===== src/rtl/crtc_mode_loader.sv =====
// Loads CRTC registers R0..R13 from a per-mode table through the index/data bus.
// Define CRTC_READBACK_EN to add a masked read-back check of every register.
module crtc_mode_loader #(
    parameter int unsigned GAP_CYCLES = 1
) (
    input  logic       clk,
    input  logic       reset_n,
    input  logic       start,
    input  logic [1:0] mode,
    input  logic       lock_req,
    input  logic [7:0] crtc_bus_in,
    output logic       crtc_cs,
    output logic       crtc_a0,
    output logic       crtc_write,
    output logic       crtc_read,
    output logic [7:0] crtc_bus,
    output logic       crtc_lock,
    output logic       busy,
    output logic       done,
    output logic       error
);

    localparam logic [2:0] StIdle = 3'd0;
    localparam logic [2:0] StIdx  = 3'd1;
    localparam logic [2:0] StGap1 = 3'd2;
    localparam logic [2:0] StDat  = 3'd3;
    localparam logic [2:0] StGap2 = 3'd4;
`ifdef CRTC_READBACK_EN
    localparam logic [2:0] StRd   = 3'd5;
    localparam logic [2:0] StChk  = 3'd6;
`endif
    localparam logic [2:0] StFin  = 3'd7;

    localparam logic [4:0] LastIndex = 5'd13;

    // R12 and R13 are zero for every mode, so only R0..R11 are tabulated.
    localparam logic [7:0] ModeTable [4][12] = '{
        '{8'h38, 8'h28, 8'h2D, 8'h0A, 8'h1F, 8'h06, 8'h19, 8'h1C, 8'h02, 8'h07, 8'h06, 8'h07},
        '{8'h71, 8'h50, 8'h5A, 8'h0A, 8'h1F, 8'h06, 8'h19, 8'h1C, 8'h02, 8'h07, 8'h06, 8'h07},
        '{8'h38, 8'h28, 8'h2D, 8'h0A, 8'h7F, 8'h06, 8'h64, 8'h70, 8'h02, 8'h01, 8'h06, 8'h07},
        '{8'h61, 8'h50, 8'h52, 8'h0F, 8'h19, 8'h06, 8'h19, 8'h19, 8'h02, 8'h0D, 8'h0B, 8'h0C}
    };

    logic [2:0] state_q, state_d;
    logic [4:0] index_q, index_d;
    logic [3:0] gap_q, gap_d;
    logic [1:0] mode_q, mode_d;
    logic       error_q, error_d;
    logic [7:0] tbl_val;
    logic       gap_last;

`ifdef CRTC_READBACK_EN
    // Bits a real CRTC does not implement or read back are excluded from the check.
    localparam logic [7:0] RegMask [14] = '{
        8'hFF, 8'hFF, 8'hFF, 8'h0F, 8'h7F, 8'h1F, 8'h7F,
        8'h7F, 8'h00, 8'h1F, 8'h7F, 8'h1F, 8'h3F, 8'hFF
    };
    logic [7:0] rd_q, rd_d;
    logic [7:0] chk_mask;
    assign chk_mask = (index_q <= LastIndex) ? RegMask[index_q[3:0]] : 8'h00;
`else
    logic unused_bus_in;
    assign unused_bus_in = ^crtc_bus_in;
`endif

    assign tbl_val  = (index_q < 5'd12) ? ModeTable[mode_q][index_q[3:0]] : 8'h00;
    assign gap_last = (gap_q == 4'(GAP_CYCLES - 1));

    always_comb begin
        state_d = state_q;
        index_d = index_q;
        gap_d   = gap_q;
        mode_d  = mode_q;
        error_d = error_q;
`ifdef CRTC_READBACK_EN
        rd_d    = rd_q;
`endif
        case (state_q)
            StIdle: begin
                if (start) begin
                    mode_d  = mode;
                    error_d = 1'b0;
                    index_d = 5'd0;
                    state_d = StIdx;
                end
            end
            StIdx: begin
                gap_d   = 4'd0;
                state_d = StGap1;
            end
            StGap1: begin
                if (gap_last) state_d = StDat;
                else          gap_d   = gap_q + 4'd1;
            end
            StDat: begin
                gap_d   = 4'd0;
                state_d = StGap2;
            end
            StGap2: begin
                if (!gap_last) begin
                    gap_d = gap_q + 4'd1;
                end else begin
`ifdef CRTC_READBACK_EN
                    state_d = StRd;
`else
                    if (index_q == LastIndex) begin
                        state_d = StFin;
                    end else begin
                        index_d = index_q + 5'd1;
                        state_d = StIdx;
                    end
`endif
                end
            end
`ifdef CRTC_READBACK_EN
            StRd: begin
                rd_d    = crtc_bus_in;
                state_d = StChk;
            end
            StChk: begin
                if (((rd_q ^ tbl_val) & chk_mask) != 8'h00) begin
                    error_d = 1'b1;
                    state_d = StFin;
                end else if (index_q == LastIndex) begin
                    state_d = StFin;
                end else begin
                    index_d = index_q + 5'd1;
                    state_d = StIdx;
                end
            end
`endif
            StFin:   state_d = StIdle;
            default: state_d = StIdle;
        endcase
    end

    always_ff @(posedge clk or negedge reset_n) begin
        if (!reset_n) begin
            state_q <= StIdle;
            index_q <= 5'd0;
            gap_q   <= 4'd0;
            mode_q  <= 2'd0;
            error_q <= 1'b0;
`ifdef CRTC_READBACK_EN
            rd_q    <= 8'h00;
`endif
        end else begin
            state_q <= state_d;
            index_q <= index_d;
            gap_q   <= gap_d;
            mode_q  <= mode_d;
            error_q <= error_d;
`ifdef CRTC_READBACK_EN
            rd_q    <= rd_d;
`endif
        end
    end

    always_comb begin
        crtc_cs    = 1'b0;
        crtc_a0    = 1'b0;
        crtc_write = 1'b0;
        crtc_read  = 1'b0;
        crtc_bus   = 8'h00;
        case (state_q)
            StIdx: begin
                crtc_cs    = 1'b1;
                crtc_write = 1'b1;
                crtc_bus   = {3'b000, index_q};
            end
            StDat: begin
                crtc_cs    = 1'b1;
                crtc_a0    = 1'b1;
                crtc_write = 1'b1;
                crtc_bus   = tbl_val;
            end
`ifdef CRTC_READBACK_EN
            StRd: begin
                crtc_cs   = 1'b1;
                crtc_a0   = 1'b1;
                crtc_read = 1'b1;
            end
`endif
            default: ;
        endcase
    end

    assign busy      = (state_q != StIdle) && (state_q != StFin);
    assign done      = (state_q == StFin);
    assign error     = error_q;
    assign crtc_lock = busy ? 1'b0 : lock_req;

endmodule


===== config.mk =====
export PLATFORM = sky130hd
export DESIGN_NAME = crtc_mode_loader
export DESIGN_NICKNAME = d
export VERILOG_FILES = /design/src/rtl/crtc_mode_loader.sv
export SDC_FILE = /design/constraint.sdc
export NUM_CORES = 1
export LEC_CHECK = 0
export BUFFER_PORTS_ARGS = -buffer_cell sky130_fd_sc_hd__buf_2
export CAP_MARGIN = 20
export CORE_MARGIN = 8
export CORE_UTILIZATION = 40
export DETAILED_ROUTE_END_ITERATION = 12
export PLACE_DENSITY = 0.62
export SLEW_MARGIN = 5
export SYNTH_ARGS = -nofsm -noshare
export SYNTH_HDL_FRONTEND = slang
export SYNTH_SLANG_ARGS = --single-unit

===== constraint.sdc =====
create_clock -name clk -period 4.2 [get_ports clk]
set_input_delay 0 -clock clk [delete_from_list [all_inputs] [get_ports clk]]
set_output_delay 0 -clock clk [all_outputs]
set_load 0.005 [all_outputs]

# After elaboration in Yosys (flattened, before gate mapping)
# Index checks and enable logic that the tools add are counted.
totals:
  out_inout_bits: 16
  wordCells: 57
  in_bits: 14
  ff_bits: 14
op_classes:
  n_eq_ne: 12
  add_sub_neg: 2
  reduce_logical: 12
  mux: 22
  n_bitwise: 2
  order_cmp: 3
op_table:
  columns: ["op", "count"]
  rows:
  - ["$bmux W96 S2", 1]
  - ["$mux W96", 2]
  - ["$bmux W8 S4", 1]
  - ["$mux W8", 3]
  - ["$pmux W8 S2", 1]
  - ["$mux W5", 3]
  - ["$pmux W3 S5", 1]
  - ["$mux W3", 4]
  - ["$ne A2 B2 Y1 const B", 5]
  - ["$pmux W5 S2", 1]
  - ["$pmux W4 S2", 1]
  - ["$eq A3 B2 Y1 const B", 2]
  - ["$eq A3 B3 Y1 const B", 2]
  - ["$add A5 B1 Y5 const B", 1]
  - ["$eq A5 B4 Y1 const B", 1]
  - ["$ge A5 B5 Y1 const B", 1]
  - ["$lt A5 B4 Y1 const B", 1]
  - ["$not A4 Y5", 1]
  - ["$add A4 B1 Y4 const B", 1]
  - ["$logic_not A4 Y1", 1]
  - ["$mux W4", 1]
  - ["$reduce_and A2 Y1", 2]
  - ["$reduce_and A4 Y1", 1]
  - ["$reduce_bool A2 Y1", 2]
  - ["10 further kinds", 13]

# Logic depth before layout (Yosys ltp)
logic_depth:
  depth_word: 9
  ltp_mapped: 7
  mapped_depth_nobuf: 6

# Worst setup path before layout
# OpenSTA, ideal clock, no wires.
synth_timing:
  kind: "reg-to-reg"
  from: "register gap_q[0]"
  to: "register gap_q[1]"
  path_buffers: 1
  setup_time_ps: 141
  synth_period_minus_slack_ps: 1642
  path_stages_with_launch: 7
  slack_ps: 2558
  t_required_ps: 4059
  arrival_time_ps: 1501
  cell_sequence: "dfrtp_1 inv_1 ha_1 or3b_1 buf_2 a311oi_1 o221ai_1"
synth_via:
  elab_chain_len: 3
  elab_cells_between_ends: 6
  cone_classes: "add/sub: 1; eq/ne: 1; mux: 2; reduce/logical: 2"
synth_rtl:
  columns: ["item", "line_no", "text"]
  rows:
  - ["from (decl)", "46", "logic [3:0] gap_q, gap_d;"]
  - ["from (signal assigned)", "150", "gap_q <= gap_d;"]
  - ["$add A4 B1 Y4 / $logic_not A4 Y1 (equally long branches)", "93, 101, 67", null]
  - ["$mux W4 / $ne A2 B2 Y1 (equally long branches)", null, null]
  - ["$pmux W4 S2 / $reduce_and A2 Y1 (equally long branches)", null, null]
# Parallel ways exist; a longest one is shown, timed or not. The select of a mux whose other input is x is not followed.
# A chain may end at the register's enable or synchronous reset.

# Final worst setup path
layout_timing:
  from: "register state_q[2]"
  to: "output crtc_bus[2]"
layout_via:
  elab_chain_len: 2
  elab_cells_between_ends: 3
  cone_classes: "eq/ne: 2; mux: 1"
layout_rtl:
  columns: ["item", "line_no", "text"]
  rows:
  - ["from (decl)", "44", "logic [2:0] state_q, state_d;"]
  - ["from (signal assigned)", "139", "state_q <= StIdle;"]
  - ["from (signal assigned)", "148", "state_q <= state_d;"]
  - ["$eq A3 B2 Y1 / $eq A3 B1 Y1 (equally long branches)", "165", "case (state_q)"]
  - ["$pmux W8 S2 *", "165", null]
  - ["to (decl)", "16", "output logic [7:0] crtc_bus,"]
# Every way passes the cells marked *; elsewhere a longest branch is shown, timed or not.

==> results by group <==
Timing
  – Tightest Pin Transition: 0.788 ns
  – RSZ-0062 raised after global routing: false
  – Final hold viol count: 0
  – Worst slew margin: 47.4%
  – Final setup fails: 0
  – Post-route clock period utilization: 49.8%
  – Fin. max-slew vios: 0
  – Fin crit period: between 2 and 2.5 ns
  – Setup TNS: 0 ns
  – Final worst slack: 2.11 ns
  – Max Fclk: 478 MHz
  – Worst hold margin: 0.149 ns
  – Worst-case clock skew: 0.0117 ns

Setup path
  – R2R setup slack: between 2 and 2.5 ns
  – Startpoint types: register
  – WP data arrival: 2.09 ns
  – CP required: 4.20 ns
  – R2R Path End: index_q[2]$_DFFE_PN0P_
  – Buf+Inv Stages, Crit Path: 1
  – R2r startpoint: index_q[0]$_DFFE_PN0P_
  – Slowest CP cell: dfrtp_1
  – CP cell instances: nand3b_2 > a211o_1 > a21oi_1 > a32o_1 > buf_2
  – Delay-heaviest family, CP: flip-flops
  – Critical Path Fanout Max: 25
  – Crit. End Element: output pin
  – CP max stage delay: slightly below 0.7 ns
  – R2R cell count: 5
  – Critical path startpoint: state_q[2]$_DFFE_PN0P_
  – Setup CP Type: reg2out

GRT
  – Initial antenna violation count: 0
  – GR peak layer: met2
  – Largest net degree at the start of global routing: 26
  – Total grt overflow: 0
  – Via count of the first global-routing pass: 1234
  – Met3 usage in global routing: 3.07%
  – GR Util met1: between 10% and 20%
  – Global-route wire length before repair: 5800 um
  – GR Util met2: 16.4%
  – Total track usage: about 11%

Clock tree
  – Bufs on Longest Clock Path: 2
  – Clock Tree Root: clkbuf_4
  – Clock latency on the worst-skew pair: approximately 0.28 ns
  – Number of buffers created by CTS: 3
  – Clock tree sinks: 14
  – CTS tree: done
  – CTS H-tree depth: 1
  – CTS clock-pin slew for the worst setup and hold paths: approximately 0.09 ns
  – Post-CTS setup buffer count: 0

Logic synthesis
  – Area share of the largest cell type after synthesis: 24.2%
  – Ys flop type: dfrtp_1
  – Post-synth top cells: nor2_1, dfrtp_1, a21oi_1
  – Leading area contributor after synthesis: dfrtp_1
  – Asr flop ratio synth: 100%
  – Count leader, synth: nor2_1
  – EDFF count, synth: 0
  – Cells after Synth: 186
  – Synth Register Bits: 14
  – Mapped cell area: 1450 um^2
  – Syn Area/Cell: 7.80 um^2
  – Top post-synthesis cells by area: dfrtp_1, a21oi_1, nor2_1
  – Sequential area share after synthesis: between 20% and 30%
  – Synth unique cells: between 50 and 60
  – Syn. warnings: 0

Status
  – Status: complete, no violations

Detailed routing
  – DRC viols: 0
  – 1st-pass router iterations: 4
  – ANT nets after route: 0
  – Iter 0 DRT Violations: 81
  – Detailed Route WL: 3200 um
  – Via count: 1334
  – Drt wl/cell: ~13 um
  – Via density: 5.54

Power
  – Final Power: 0.000937 W
  – Worst vdd ir: about 240 uV
  – Static Leak: 0.699 nW
  – Cell area power density: 604 nW/um^2

Finish
  – Layout cells sized above 1: between 10% and 20%
  – Area Growth Syn to Fin: 6.90%
  – ANT cells: 0
  – Nets: 213
  – Fin util: 43.3%

Floorplan
  – DIE HEIGHT: 76.2 um
  – Row count: 22
  – Die footprint: 5810 um^2
  – Chip width: around 76 um
  – Initial Util: roughly two fifths
  – Core ar.: 3580 um^2
  – Number of I/O pins: 30

Placement
  – Post-DP HPWL: 2280 um
  – Routability cong.: ~0.77
  – Buffers on Ports: 18
  – Place WS: between 2 and 2.5 ns

Worst hold path
  – HP Class: in2async

Job
  – Max-cap violations: 0
==> sequential cells by signal, summed over array words and instances (netlist names) <==
| name | cells |
|---|---|
| mode_q | 2 |
| index_q | 5 |
| state_q | 3 |
| gap_q | 4 |
==> layer usage <==
layer  part of all wire [%]  wire length [um]  vias to the layer above
met4                    1.1                34                        0
met5                      0                 0                        -
li1                       -                 -                      680
met2                     42              1340                       33
met3                    5.4               173                        4
met1                     52              1660                      617
==> layout by cell type, fill, tap and decap left out, types with 3 or more instances in the layout <==
| master | n |
|---|---|
| and2_1 | 3 |
| clkbuf_4 | 3 |
| mux2i_1 | 3 |
| nor3_1 | 6 |
| inv_1 | 7 |
| nor2b_1 | 5 |
| nand2_1 | 8 |
| o21ai_0 | 9 |
| ha_1 | 4 |
| nor2_1 | 16 |
| buf_2 | 18 |
| and3_1 | 6 |
| dfrtp_1 | 14 |
| nand3_1 | 9 |
| o21bai_1 | 3 |
| nand2b_1 | 9 |
| conb_1 | 3 |
| o21a_1 | 3 |
| or3_1 | 3 |
| a21oi_1 | 13 |
| dlygate4sd3_1 | 4 |
==> timing repair <==
action                    4_1_cts  5_1_grt
hold buffers                    4        0
hold endpoints to repair       17        0
resized for setup               0        0
==> where the power goes <==
part           switching, W  leakage (nW)  internal, W
clock network     0.0000443        0.0138    0.0000332
registers          0.000189         0.182     0.000182
logic              0.000238         0.503     0.000251
total              0.000471         0.699     0.000466
==> logic make-up after synthesis <==
logic type      share of synthesized area [%]
mux                                      3.62
xor+xnor                                 1.21
simple gates                             32.1
fa+ha+maj                                3.45
buf+inv                                  10.6
compound gates                           24.6
other cells                             0.259
flops                                    24.2
==> worst max path at each step <==
| stage | slack (ns) | cells after the start | to |
|---|---|---|---|
| after floorplan | 2.56 | 6 | gap_q[1]$_DFFE_PN0P_ |
| after global placement | 2.38 | 5 | gap_q[1]$_DFFE_PN0P_ |
| after detailed placement | 2.40 | 5 | gap_q[1]$_DFFE_PN0P_ |
| after CTS | 2.11 | 5 | crtc_bus[2] |
| after global routing | 1.91 | 5 | crtc_bus[2] |
| final | 2.11 | 5 | crtc_bus[2] |
==> per-stage QoR <==
| step | cell area [um^2] | std cells |
|---|---|---|
| CTS | 1550 | 241 |
| global route | 1550 | 241 |
| floorplan | 1460 | 188 |
| global placement | 1490 | 234 |
| finish | 1550 | 241 |
| detailed placement | 1490 | 234 |
==> layout make-up <==
cell class	instances	area, um^2
Fill cell	389	2030
Multi-Input combinational cell	145	953
Sequential cell	14	350
Timing Repair Buffer	22	130
Tap cell	48	60.1
Inverter	9	33.8
Clock buffer	3	22.5
Power figures use the tool's default switching activity.
